==> config.mk <==
export PLATFORM = sky130hd
export DESIGN_NAME = wbc_intercon_nxm
export DESIGN_NICKNAME = d
export VERILOG_FILES = /design/src/rtl/wbc_intercon_nxm.sv
export SDC_FILE = /design/constraint.sdc
export NUM_CORES = 1
export LEC_CHECK = 0
export BUFFER_PORTS_ARGS = -buffer_cell sky130_fd_sc_hd__buf_2
export CAP_MARGIN = 20
export CORE_AREA = 2 2 168 170
export CTS_CLUSTER_SIZE = 40
export DETAILED_ROUTE_END_ITERATION = 8
export DIE_AREA = 0 0 170 172
export GPL_TIMING_DRIVEN = 0
export PLACE_DENSITY = 0.35
export SLEW_MARGIN = 30
export SYNTH_ARGS = -nofsm -noshare
export SYNTH_HDL_FRONTEND = slang
export SYNTH_SLANG_ARGS = --single-unit
==> constraint.sdc <==
create_clock -name clk_i -period 3.84 [get_ports clk_i]
set_input_delay 0.768 -clock clk_i [delete_from_list [all_inputs] [get_ports clk_i]]
set_output_delay 0.768 -clock clk_i [all_outputs]
set_load 0.01 [all_outputs]
==> src/rtl/wbc_intercon_nxm.sv <==
// WISHBONE classic NM-master x NS-slave shared bus: registered round-robin grant held for the
// whole master cycle, base/mask slave decode, err for unmapped addresses and stalled slaves.
module wbc_intercon_nxm #(
  parameter int NM = 3,
  parameter int NS = 4,
  parameter int DW = 32,
  parameter int AW = 20,
  parameter int SW = DW / 8,
  parameter logic [NS*AW-1:0] SLV_BASE = {20'h30000, 20'h20000, 20'h10000, 20'h00000},
  parameter logic [NS*AW-1:0] SLV_MASK = {20'h0FFFF, 20'h00FFF, 20'h0FFFF, 20'h0FFFF},
  parameter int TIMEOUT = 255
) (
  input  logic             clk_i,
  input  logic             rst_n_i,
  input  logic [NM-1:0]    m_cyc_i,
  input  logic [NM-1:0]    m_stb_i,
  input  logic [NM-1:0]    m_we_i,
  input  logic [NM*AW-1:0] m_adr_i,
  input  logic [NM*DW-1:0] m_dat_i,
  input  logic [NM*SW-1:0] m_sel_i,
  output logic [NM-1:0]    m_ack_o,
  output logic [NM-1:0]    m_err_o,
  output logic [NM-1:0]    m_rty_o,
  output logic [DW-1:0]    m_dat_o,
  output logic [NS-1:0]    s_cyc_o,
  output logic [NS-1:0]    s_stb_o,
  output logic             s_we_o,
  output logic [AW-1:0]    s_adr_o,
  output logic [DW-1:0]    s_dat_o,
  output logic [SW-1:0]    s_sel_o,
  input  logic [NS-1:0]    s_ack_i,
  input  logic [NS-1:0]    s_err_i,
  input  logic [NS-1:0]    s_rty_i,
  input  logic [NS*DW-1:0] s_dat_i,
  output logic [NM-1:0]    grant_o,
  output logic             timeout_o
);

  localparam int IW = (NM > 1) ? $clog2(NM) : 1;
  localparam int WW = $clog2(TIMEOUT);

  typedef enum logic {IDLE, BUSY} state_e;

  state_e        state_q, state_d;
  logic [IW-1:0] gidx_q, gidx_d;
  logic [IW-1:0] last_q, last_d;
  logic [WW-1:0] wdog_q, wdog_d;
  logic          err_q, err_d;

  logic          granted;
  logic          gcyc, gstb, we;
  logic [AW-1:0] adr;
  logic [DW-1:0] wdat;
  logic [SW-1:0] sel;
  logic [NS-1:0] win;
  logic          hit_any;
  logic [AW-1:0] win_mask;
  logic [DW-1:0] win_dat;
  logic          s_ack_w, s_err_w, s_rty_w, term;
  logic          wdog_force, wdog_fire;
  logic          found;

  assign granted = (state_q == BUSY);

  // Shared request fields follow the granted master, master 0 when the bus is idle.
  always_comb begin
    gcyc = 1'b0;
    gstb = 1'b0;
    adr  = m_adr_i[AW-1:0];
    we   = m_we_i[0];
    wdat = m_dat_i[DW-1:0];
    sel  = m_sel_i[SW-1:0];
    for (int i = 0; i < NM; i++) begin
      if (granted && gidx_q == IW'(i)) begin
        gcyc = m_cyc_i[i];
        gstb = m_stb_i[i];
        adr  = m_adr_i[i*AW +: AW];
        we   = m_we_i[i];
        wdat = m_dat_i[i*DW +: DW];
        sel  = m_sel_i[i*SW +: SW];
      end
    end
  end

  // Lowest-index slave whose base matches the non-offset address bits wins.
  always_comb begin
    hit_any  = 1'b0;
    win      = '0;
    win_mask = '0;
    win_dat  = '0;
    for (int k = 0; k < NS; k++) begin
      if (!hit_any && ((adr & ~SLV_MASK[k*AW +: AW]) == SLV_BASE[k*AW +: AW])) begin
        hit_any  = 1'b1;
        win[k]   = 1'b1;
        win_mask = SLV_MASK[k*AW +: AW];
        win_dat  = s_dat_i[k*DW +: DW];
      end
    end
  end

  assign s_ack_w = |(s_ack_i & win);
  assign s_err_w = |(s_err_i & win);
  assign s_rty_w = |(s_rty_i & win);
  assign term    = s_ack_w | s_err_w | s_rty_w;

  // The forced drop of cyc/stb does not look at the slave response, so a slave that
  // answers combinationally from stb cannot form a loop through the watchdog.
  assign wdog_force = (wdog_q == WW'(TIMEOUT - 1)) && gstb && hit_any;
  assign wdog_fire  = wdog_force && !term;
  assign timeout_o  = wdog_fire;

  assign s_cyc_o = (gcyc && !wdog_force) ? win : '0;
  assign s_stb_o = (gstb && !wdog_force) ? win : '0;
  assign s_we_o  = we;
  assign s_adr_o = adr & win_mask;
  assign s_dat_o = wdat;
  assign s_sel_o = sel;
  assign m_dat_o = granted ? win_dat : '0;

  always_comb begin
    m_ack_o = '0;
    m_err_o = '0;
    m_rty_o = '0;
    grant_o = '0;
    for (int i = 0; i < NM; i++) begin
      if (granted && gidx_q == IW'(i)) begin
        grant_o[i] = 1'b1;
        m_ack_o[i] = s_ack_w;
        m_err_o[i] = s_err_w | err_q | wdog_fire;
        m_rty_o[i] = s_rty_w;
      end
    end
  end

  always_comb begin
    state_d = state_q;
    gidx_d  = gidx_q;
    last_d  = last_q;
    found   = 1'b0;
    case (state_q)
      IDLE: begin
        // Scan last+1, last+2, ... so the most recent owner has lowest priority.
        for (int d = 1; d <= NM; d++) begin
          for (int j = 0; j < NM; j++) begin
            if (!found && m_cyc_i[j] && ((int'(last_q) + d) % NM) == j) begin
              found   = 1'b1;
              gidx_d  = IW'(j);
              last_d  = IW'(j);
              state_d = BUSY;
            end
          end
        end
      end
      BUSY: begin
        if (!gcyc) state_d = IDLE;
      end
      default: state_d = IDLE;
    endcase
  end

  always_comb begin
    wdog_d = '0;
    if (granted && state_d == BUSY && gstb && hit_any && !term && !wdog_fire)
      wdog_d = wdog_q + 1'b1;
    err_d = (gstb && !hit_any) ? ~err_q : 1'b0;
  end

  always_ff @(posedge clk_i or negedge rst_n_i) begin
    if (!rst_n_i) begin
      state_q <= IDLE;
      gidx_q  <= '0;
      last_q  <= IW'(NM - 1);
      wdog_q  <= '0;
      err_q   <= 1'b0;
    end else begin
      state_q <= state_d;
      gidx_q  <= gidx_d;
      last_q  <= last_d;
      wdog_q  <= wdog_d;
      err_q   <= err_d;
    end
  end

endmodule

==> results.md, run 1 <==
- Final period util: 96.4%
- Data required, critical path: approximately 3 ns
- Hold WC Path Type: input pin to asynchronous set/reset pin
- Leak: approximately 3.2 nW
- Crit Path Class: input pin to output pin
- Fin. Hold Viols: 0
- Crit Path Max Fanout: 10
- Die area: 29,200 um2
- Initial antenna violation count: 4
- Filler cells: approximately 3,200
- Synth Area per Inst: 6.63 um2
- Synth Register Bits: 13
- YS warnings: 0
- Pre-antenna DRT Iters: 5
- Maximum vdd drop: 0.202 mV
- Synth-to-Final Area Change: 92.2%
- Status: finished, final reports clean
- Vias: about 5,600
- Cell mode on critical path: buf_2
- Number of global-route vias before repair: 5,438
- Top_reg_cell synth: dfrtp_1
- TritonCTS Sinks: 13
- FFs w/ async S/R, synth: between 90% and 100%
- Rows: 61
- Total power draw: about 3.7 mW
- GRT Total Usage: 14.7%
- CTS max path bufs: 2
- Pin count of the biggest net entering global routing: 14
- Clk slew on worst S/H paths: roughly 0.050 ns
- WP data arrival: 2.93 ns
- Drt wl/cell: ~19 um
- Multi-input logic area: between 2000 and 3000 um2
- CP startpoint kind: input pin
- Yosys top cell area share: 10.9%
- Share of cells above drive strength 1: 56.3%
- Critical path's slowest cell: a221o_1
- EDFF count, synth: 0
- Clock Skew: 0.00904 ns
- Yosys top cell by area: nand2_1
- Worst-margin pin slew: 0.785 ns
- Vias per cell: 4.41
- First-pass GRT wire length: 32.4 mm
- IO Pins: 429
- Post-DP HPWL: roughly 21 mm
- Mapped Cells: ~500
- H-tree depth: 1
- IO Port Bufs: about 420
- Slowest stage delay, CP: 0.37 ns
- Total gr overflow: 0
- Final count of pins violating max slew: 0
- Max-cap violation count: 0
- Worst setup EP type: output pin
- RSZ-0062 raised after global routing: false
- Core ar.: 27,500 um2
- Final ANT Viol Nets: 0
- DRT iter0 DRCs: 210
- Fmax: 270 MHz
- Endpoints failing setup: 0
- Starting Density: between 10% and 20%
- Distinct cell type count after synthesis: 56
- Post-synthesis sequential area ratio: 10.1%
- Final GP Congestion: 0.748
- CTS tree: done
- PwrDens: ~600 nW/um2
- DIE HEIGHT: 172 um
- Area occupied by registers: 328 um2
- NumNets Final: about 1,300
- CP cell instances: buf_2 > or2_2 > a21oi_4 > nor2_1 > buf_6 > a221o_1 > a211oi_2 > a221oi_4 > buf_4 > nor2_4 > buf_2
- Post-Route WL: about 24 mm
- Drt drc: 0
- Slew headroom: 47.7%
- Root buffer cell: clkbuf_16
- Post-synthesis cell area: ~3200 um2
- Worst-Skew Late Latency: 0.24 ns
- Crit path time final: ~3.7 ns
- Fin Setup TNS: 0 ns
- CTS Buf Count: 3
- Chip width: ~170 um
- Top cells by area, synth: nand2_1 11%, o221ai_1 9.7%, dfrtp_1 9.3%, a221oi_1 8.9%, a22oi_1 8.6%
-- path summary, 6_finish.rpt --
check,depth (start not counted),endpoint,slack [ns],start
worst max register to register,10,wdog_q[4],0.94,gidx_q[0]
max in group asynchronous,1,last_q[1],3.10,rst_n_i
worst min-delay path,1,err_q,0.43,rst_n_i
worst max-delay path,11,m_err_o[0],0.14,m_adr_i[16]
worst min register to register,1,err_q,0.50,err_q
min in group clk_i,1,err_q,0.50,err_q
-- critical path: cells and delay by family --
family	cells	cell delay, ns
AOI/OAI and AO/OA	4	1.00
buffers and inverters	4	0.62
and+or+nand+nor	3	0.53
-- routing by layer --
metal	up-vias	routed length, um	GRT usage, %
met5	-	23	0
met4	4	384	3.64
met3	16	1780	2.70
met2	314	12500	28.3
met1	2570	9540	16.6
li1	2738	-	-
-- per-stage QoR --
stage | hold slack, ns | util, % | instances | area (um2) | setup WS [ns]
after CTS | 0.440 | 22.0 | 1269 | 6040 | 0.00350
after floorplan | 0.409 | - | 491 | 3250 | 0.509
final | 0.426 | 22.6 | 1279 | 6220 | 0.138
after global placement | 0.433 | 21.1 | 1261 | 5800 | -0.595
after detailed placement | 0.441 | 21.1 | 1261 | 5800 | -0.496
after global routing | 0.433 | 22.6 | 1279 | 6220 | 0.00355
-- sequential cells by signal (all words and copies together), names as in the netlist --
| signal | flops |
|---|---|
| granted | 1 |
| last_q | 1 |
| gidx_q | 2 |
| err_q | 1 |
| wdog_q | 8 |
-- logic make-up (layout without fill, tap and decap cells) --
family | count (synthesis) | count (layout) | share of synthesized area (%)
other cells | 1 | 6 | 0.116
buf+inv | 61 | 501 | 8.59
flops | 13 | 13 | 10.1
compound gates | 154 | 154 | 39.4
fa+ha+maj | 4 | 4 | 1.55
mux | 16 | 16 | 4.95
simple gates | 233 | 233 | 33.7
xor+xnor | 6 | 6 | 1.62
-- report_power, final --
part           switching, mW  internal, mW  total, mW
clock network         0.0605         0.140      0.201
registers             0.0282         0.167      0.195
logic                   2.06          1.26       3.32
total                   2.14          1.57       3.71
-- placed cells by master, fill, tap and decap left out, types with 12 or more instances in the layout --
master,synthesis,final
buf_2,6,428
nand2_1,94,93
nor2_1,72,69
a22oi_1,37,37
o221ai_1,36,33
a221oi_1,33,32
buf_4,5,22
clkbuf_1,33,19
mux2i_1,16,16
a211oi_1,14,12
-- synthesized netlist by cell type, types with 2 or more instances --
| cell | count |
|---|---|
| nand2_1 | 94 |
| nor2_1 | 72 |
| a22oi_1 | 37 |
| o221ai_1 | 36 |
| a221oi_1 | 33 |
| clkbuf_1 | 33 |
| mux2i_1 | 16 |
| a211oi_1 | 14 |
| dfrtp_1 | 12 |
| nor3_1 | 12 |
| inv_1 | 9 |
| or2_2 | 9 |
| nor4_2 | 8 |
| nand3_1 | 7 |
| buf_2 | 6 |
| nand2b_1 | 6 |
| a21oi_1 | 5 |
| buf_4 | 5 |
| nand3b_1 | 5 |
| xor2_1 | 5 |
| a21o_1 | 4 |
| and3_1 | 4 |
| buf_1 | 4 |
| ha_1 | 4 |
| o22ai_1 | 4 |
| buf_6 | 3 |
| o21ai_0 | 3 |
| a221o_1 | 2 |
| nand2_2 | 2 |
| nor2_2 | 2 |
| nor2b_1 | 2 |
| o2111a_1 | 2 |
| o21a_1 | 2 |
| o221ai_2 | 2 |
| or2_1 | 2 |
| or3_1 | 2 |
-- repair_timing --
action	4_1_cts	5_1_grt
gates resized for setup	36	32
setup endpoints to repair	88	55
hold buffers	0	0
pin swaps	2	7
hold endpoints to repair	0	0
setup buffers	5	8
-- cell type report --
cell class | instances | share of cell area [%]
clock buffers | 4 | 1.27
plain buffers | 50 | 4.39
well taps | 346 | 6.96
flip-flops and latches | 13 | 5.27
repair buffers | 437 | 35.7
diodes | 2 | 0.0805
multi-input cells | 417 | 45.6
inverters | 10 | 0.684
(Power assumes the default switching activity.)
==> inputs of run 2 (changes only) <==
- clock period: 3.84 -> 4.7 ns (I/O delays scaled with it)
==> run 2 against run 1 <==
Compared with the run above: clock skew hardly changed; flip-flop and latch count stayed put; sequential power is 19% lower; wire length is 1.7% lower; die area stayed put; register-to-register slack better by 0.65 ns; worst setup slack better by 0.18 ns; first-iteration DRC count is 12% higher; critical endpoint is now m_dat_o[25].
==> results.md, run 2 (synthesis gave the netlist of run 1 again) <==
- Status: finished, final reports clean
- Data required, critical path: 3.76 ns (+0.69 ns)
- Leak: 3.08 nW (-4.4%)
- Final period util: 93.2%
- Max-cap violation count: 0 (unchanged)
- Die area: 29,200 um2 (unchanged)
- DIE HEIGHT: 172 um (unchanged)
- Crit. Startpoint: gidx_q[0]
- Most common cell after layout, fill and taps aside: buf_2
- Crit Path Class: flop to output pin
- CTS Buf Count: 3 (unchanged)
- Maximum vdd drop: 0.164 mV (-19%)
- Worst setup EP type: output pin
- Slew headroom: 47.8% (+0.096 points)
- CP startpoint kind: flop
- Fmax: 228 MHz
- Total gr overflow: 0 (unchanged)
- Crit path time final: 4.38 ns
- Share of cells above drive strength 1: 51.8% (-4.5 points)
- CTS tree: done
- Worst-margin pin slew: 0.784 ns (-0.00144 ns)
- Setup WS pre-CTS: 0.0198 ns (+0.516 ns)
- Final GP Congestion: 0.748 (unchanged)
- Synth-to-Final Area Change: 82.7%
- Endpoints failing setup: 0 (unchanged)
- Biggest regs: wdog_q (8), gidx_q (2)
- CTS max path bufs: 2 (unchanged)
- Chip width: 170 um (unchanged)
- NumNets Final: 1,243 (-0.96%)
- First-pass GRT wire length: 32.0 mm (-1.3%)
- Final ANT Viol Nets: 0 (unchanged)
- Hold path start: err_q
- Largest Register: wdog_q
- Starting Density: 11.8% (unchanged)
- Initial antenna violation count: 4 (unchanged)
- Number of global-route vias before repair: 5,321 (-2.2%)
- Pre-antenna DRT Iters: 4 (-1)
- IO Port Bufs: 424 (unchanged)
- TritonCTS Sinks: 13 (unchanged)
- Pin count of the biggest net entering global routing: 14 (unchanged)
- Clk slew on worst S/H paths: 0.05 ns (about the same)
- Drt wl/cell: 18.8 um (-0.79%)
- DRT iter0 DRCs: 235 (+12%)
- PwrDens: 469 nW/um2 (-22%)
- Drt drc: 0 (unchanged)
- Crit Path Max Fanout: 10 (unchanged)
- Core ar.: 27,500 um2 (unchanged)
- Fin. Hold Viols: 0 (unchanged)
- H-tree depth: 1 (unchanged)
- Vias: 5,527 (-2.0%)
- WP data arrival: 3.44 ns (+0.51 ns)
- Post-DP HPWL: 20.8 mm (unchanged)
- Post-Route WL: 23.9 mm (-1.7%)
- Filler cells: 3,204 (+0.38%)
- Crit Reg-Reg Startpoint: gidx_q[0]
- Final count of pins violating max slew: 0 (unchanged)
- Max reg flops: 8 (unchanged)
- Vias per cell: 4.36 (-1.1%)
- Min Hold Slack: 0.462 ns (+0.0359 ns)
- RSZ-0062 raised after global routing: false
- Hold WC Path Type: flop to flop
- IO Pins: 429 (unchanged)
- Most frequent cells in the layout: 430 x buf_2, 94 x nand2_1, 71 x nor2_1
- Root buffer cell: clkbuf_16
- GRT Total Usage: 14.5% (-0.21 points)
- Hold_buf cts: 0 (unchanged)
- Total power draw: 2.77 mW (-25%)
- Final worst setup slack: 0.317 ns (+0.179 ns)
- Clock Skew: 0.00878 ns (-0.000258 ns)
- Rows: 61 (unchanged)
- Worst-Skew Late Latency: 0.24 ns (about the same)
- Setup bufs post-CTS: 0 (-5)
[run 2: cell types whose count changed in the layout (fill, tap and decap cells not counted), sizes merged]
cell / change
clkbuf: +4
buf: -16
[run 2: power by group]
| group | leakage [nW] | switching, mW | internal (mW) |
|---|---|---|---|
| clock network | 0.0382 | 0.0491 | 0.115 |
| logic | 2.87 | 1.57 | 0.875 |
| registers | 0.173 | 0.0215 | 0.136 |
| total | 3.08 | 1.64 | 1.12 |
[run 2: repair_timing]
item / in CTS / in global routing
pin swaps: 0 / 1
gates resized for setup: 0 / 6
endpoints found under the setup margin: 1 / 43
[run 2: through the flow]
| step | setup TNS (ns) | area (um2) | cells | util [%] |
|---|---|---|---|---|
| floorplan | 0 | 3250 | 491 | - |
| global placement | 0 | 5800 | 1261 | 21.1 |
| detailed placement | 0 | 5800 | 1261 | 21.1 |
| CTS | -0.00987 | 5880 | 1265 | 21.4 |
| global route | 0 | 5910 | 1267 | 21.5 |
| finish | 0 | 5910 | 1267 | 21.5 |
[run 2: routing by layer]
metal | routed length [um] | up-vias | track usage, % | part of all wire, %
met2 | 12500 | 299 | 28.2 | 52
met4 | 244 | 4 | 2.68 | 1.0
met5 | 23 | - | 0 | 0.096
met1 | 9320 | 2491 | 16.4 | 39
met3 | 1790 | 16 | 2.68 | 7.5
li1 | - | 2717 | - | -
[run 2: path summary, 6_finish.rpt]
| path | to | slack [ns] | depth (start not counted) |
|---|---|---|---|
| max | m_dat_o[25] | 0.32 | 11 |
| min | err_q | 0.46 | 1 |
| max reg2reg | wdog_q[4] | 1.59 | 11 |
| min reg2reg | err_q | 0.46 | 1 |
| max in group asynchronous | last_q[1] | 3.79 | 1 |
| min in group asynchronous | err_q | 0.60 | 1 |
[run 2: critical path: stages (launching register included)]
cell	delay, ns
dfrtp_1	0.36
buf_6	0.15
clkbuf_1	0.41
nand2_2	0.23
inv_2	0.28
o21a_1	0.28
o31ai_4	0.13
nand2_1	0.35
clkbuf_1	0.46
o221ai_1	0.18
nor2_1	0.20
buf_2	0.16
[run 2: cell type report]
cell class | count | area (um2) | area share, %
multi-input combinational | 417 | 2660 | 45.1
timing repair buffer | 424 | 2120 | 35.9
tap | 346 | 433 | 7.33
sequential | 13 | 327 | 5.53
buffer | 51 | 241 | 4.09
clock buffer | 4 | 78.8 | 1.33
inverter | 10 | 37.5 | 0.635
antenna | 2 | 5.00 | 0.0847
==> inputs of run 3 (changes only) <==
- GPL_TIMING_DRIVEN: 0 -> unset
- REMOVE_ABC_BUFFERS: unset -> 1
==> run 3 against run 2 <==
Compared with the run above: combinational power down 2%; die area unchanged; non-clock buffer count down 34; power down 1.3%.
==> results.md, run 3 (synthesis gave the netlist of run 1 again) <==
- Status: finished, final reports clean
- P_int: 1.13 mW (+0.19%)
- Setup bufs post-CTS: 0 (unchanged)
- Min Hold Slack: 0.469 ns (+0.00719 ns)
- Worst-case reg-to-reg path depth: 8 (-3)
- Final period util: 89.9% (-3.3 points)
- Initial antenna violation count: 3 (-1)
- Max-cap violation count: 0 (unchanged)
- Hold_buf cts: 0 (unchanged)
- Sequential Power Share: 6.3% (+0.6 points)
- Data required, critical path: 3.76 ns (about the same)
- Hold WC Path Type: flop to flop
- Rows: 61 (unchanged)
- Most common cell after layout, fill and taps aside: buf_2
- Vias: 5,328 (-3.6%)
- Maximum vdd drop: 0.161 mV (-1.8%)
- Worst-margin pin slew: 0.767 ns (-0.0165 ns)
- Pin count of the biggest net entering global routing: 51 (+37)
- Drt wl/cell: 19.8 um (+5.1%)
- Total power draw: 2.73 mW (-1.3%)
- Hold path cells: 1 (unchanged)
- Final GP Congestion: 0.797 (+6.5%)
- Filler cells: 3,275 (+2.2%)
- Die area: 29,200 um2 (unchanged)
- Number of global-route vias before repair: 5,124 (-3.7%)
- IO Pins: 429 (unchanged)
- Reg2Reg Setup Slack: 1.52 ns (-0.07 ns)
- DIE HEIGHT: 172 um (unchanged)
- Crit Path Max Fanout: 7 (-3)
- Share of cells above drive strength 1: 54.0% (+2.2 points)
- Synth-to-Final Area Change: 79.5%
- Biggest regs: wdog_q (8), gidx_q (2)
- Chip width: 170 um (unchanged)
- Total gr overflow: 0 (unchanged)
- GRT Total Usage: 14.9% (+0.39 points)
- Net Sw Power: 1.60 mW (-2.4%)
- DRT iter0 DRCs: 319 (+36%)
- Largest Register: wdog_q
- WP data arrival: 3.29 ns (-0.15 ns)
- RSZ-0062 raised after global routing: false
- Slew headroom: 48.8% (+1.0 points)
- Clock Skew: 0.00527 ns (-0.00352 ns)
- Endpoints failing setup: 0 (unchanged)
- IO Port Bufs: 424 (unchanged)
- Pre-antenna DRT Iters: 5 (+1)
- Fin. Hold Viols: 0 (unchanged)
- CP startpoint kind: input pin
- CTS max path bufs: 2 (unchanged)
- CTS Buf Count: 3 (unchanged)
- First-pass GRT wire length: 33.1 mm (+3.5%)
- CTS tree: done
- Number of gates resized after cts: 0 (unchanged)
- Comb pwr share: 87.8% (-0.6 points)
- Leak: 3.05 nW (-1.0%)
- Root buffer cell: clkbuf_16
- Dpl cell area: 5720 um2 (-1.3%)
- Fmax: 237 MHz (+3.7%)
- Vias per cell: 4.32 (-0.86%)
- Crit Path Class: input pin to output pin
- Clock power frac: 5.9% (about the same)
- Final ANT Viol Nets: 0 (unchanged)
- Most frequent cells in the layout: 424 x buf_2, 94 x nand2_1, 70 x nor2_1
- Drt drc: 0 (unchanged)
- Fin area: 5800 um2 (-1.8%)
- Crit path time final: 4.23 ns (-0.155 ns)
- Post-DP HPWL: 20.4 mm (-2.0%)
- Worst-Skew Late Latency: 0.24 ns (about the same)
- H-tree depth: 1 (unchanged)
- Post-Route WL: 24.4 mm (+2.2%)
- NumNets Final: 1,209 (-2.7%)
- Core ar.: 27,500 um2 (unchanged)
- Max reg flops: 8 (unchanged)
- Final Util: 21.1% (-0.38 points)
- Final count of pins violating max slew: 0 (unchanged)
- Switching Fraction: 58.7% (-0.63 points)
- Starting Density: 11.8% (unchanged)
- PwrDens: 471 nW/um2 (+0.42%)
- Clk slew on worst S/H paths: 0.04 ns (about the same)
- Worst setup EP type: output pin
- TritonCTS Sinks: 13 (unchanged)
-- run 3: cell types whose count changed in the layout (fill, tap and decap cells not counted), moves of 2 or more --
cell,change
clkbuf_1,-32
buf_4,+10
buf_2,-6
buf_1,-4
buf_6,-3
buf_12,+2
-- run 3: cell type report --
type,instances,area [um2],share of cell area (%)
multi-input combinational,417,2650,45.7
clock buffer,4,78.8,1.36
inverter,10,37.5,0.647
tap,346,433,7.46
antenna,1,2.50,0.0431
timing repair buffer,441,2270,39.2
sequential,13,327,5.63
-- run 3: final timing paths --
kind                              from          to
max                        m_adr_i[16]  m_err_o[1]
min                              err_q       err_q
max reg2reg                  gidx_q[1]   wdog_q[6]
min reg2reg                      err_q       err_q
max in group asynchronous      rst_n_i   last_q[1]
min in group asynchronous      rst_n_i   wdog_q[7]
-- run 3: layer usage --
metal | track usage [%] | part of all wire (%) | vias to the layer above
li1 | - | - | 2643
met1 | 19.8 | 42 | 2445
met2 | 26.6 | 50 | 230
met3 | 2.20 | 6.9 | 6
met4 | 0.595 | 0.20 | 4
met5 | 0 | 0.11 | -
-- run 3: power groups by stage --
stage	clock network, mW	registers, mW	logic, mW
floorplan	0	0.192	1.30
global placement	0	0.177	2.46
detailed placement	0	0.177	2.45
CTS	0.165	0.175	2.46
global route	0.170	0.181	2.64
finish	0.160	0.173	2.40
-- run 3: critical path, cell delays in order --
cell	delay, ns
buf_2	0.11
or2_2	0.28
a21oi_2	0.31
o2bb2ai_1	0.25
or3_2	0.54
o221ai_2	0.23
a221oi_1	0.12
buf_4	0.17
nor2_1	0.16
buf_2	0.17
-- run 3: per-stage QoR --
stage / cells / setup slack, ns / TNS, ns
global route: 1231 / 0.188 / 0
finish: 1232 / 0.473 / 0
floorplan: 440 / -0.0825 / -2.64
detailed placement: 1227 / 0.480 / 0
CTS: 1231 / 0.461 / 0
global placement: 1227 / 0.571 / 0
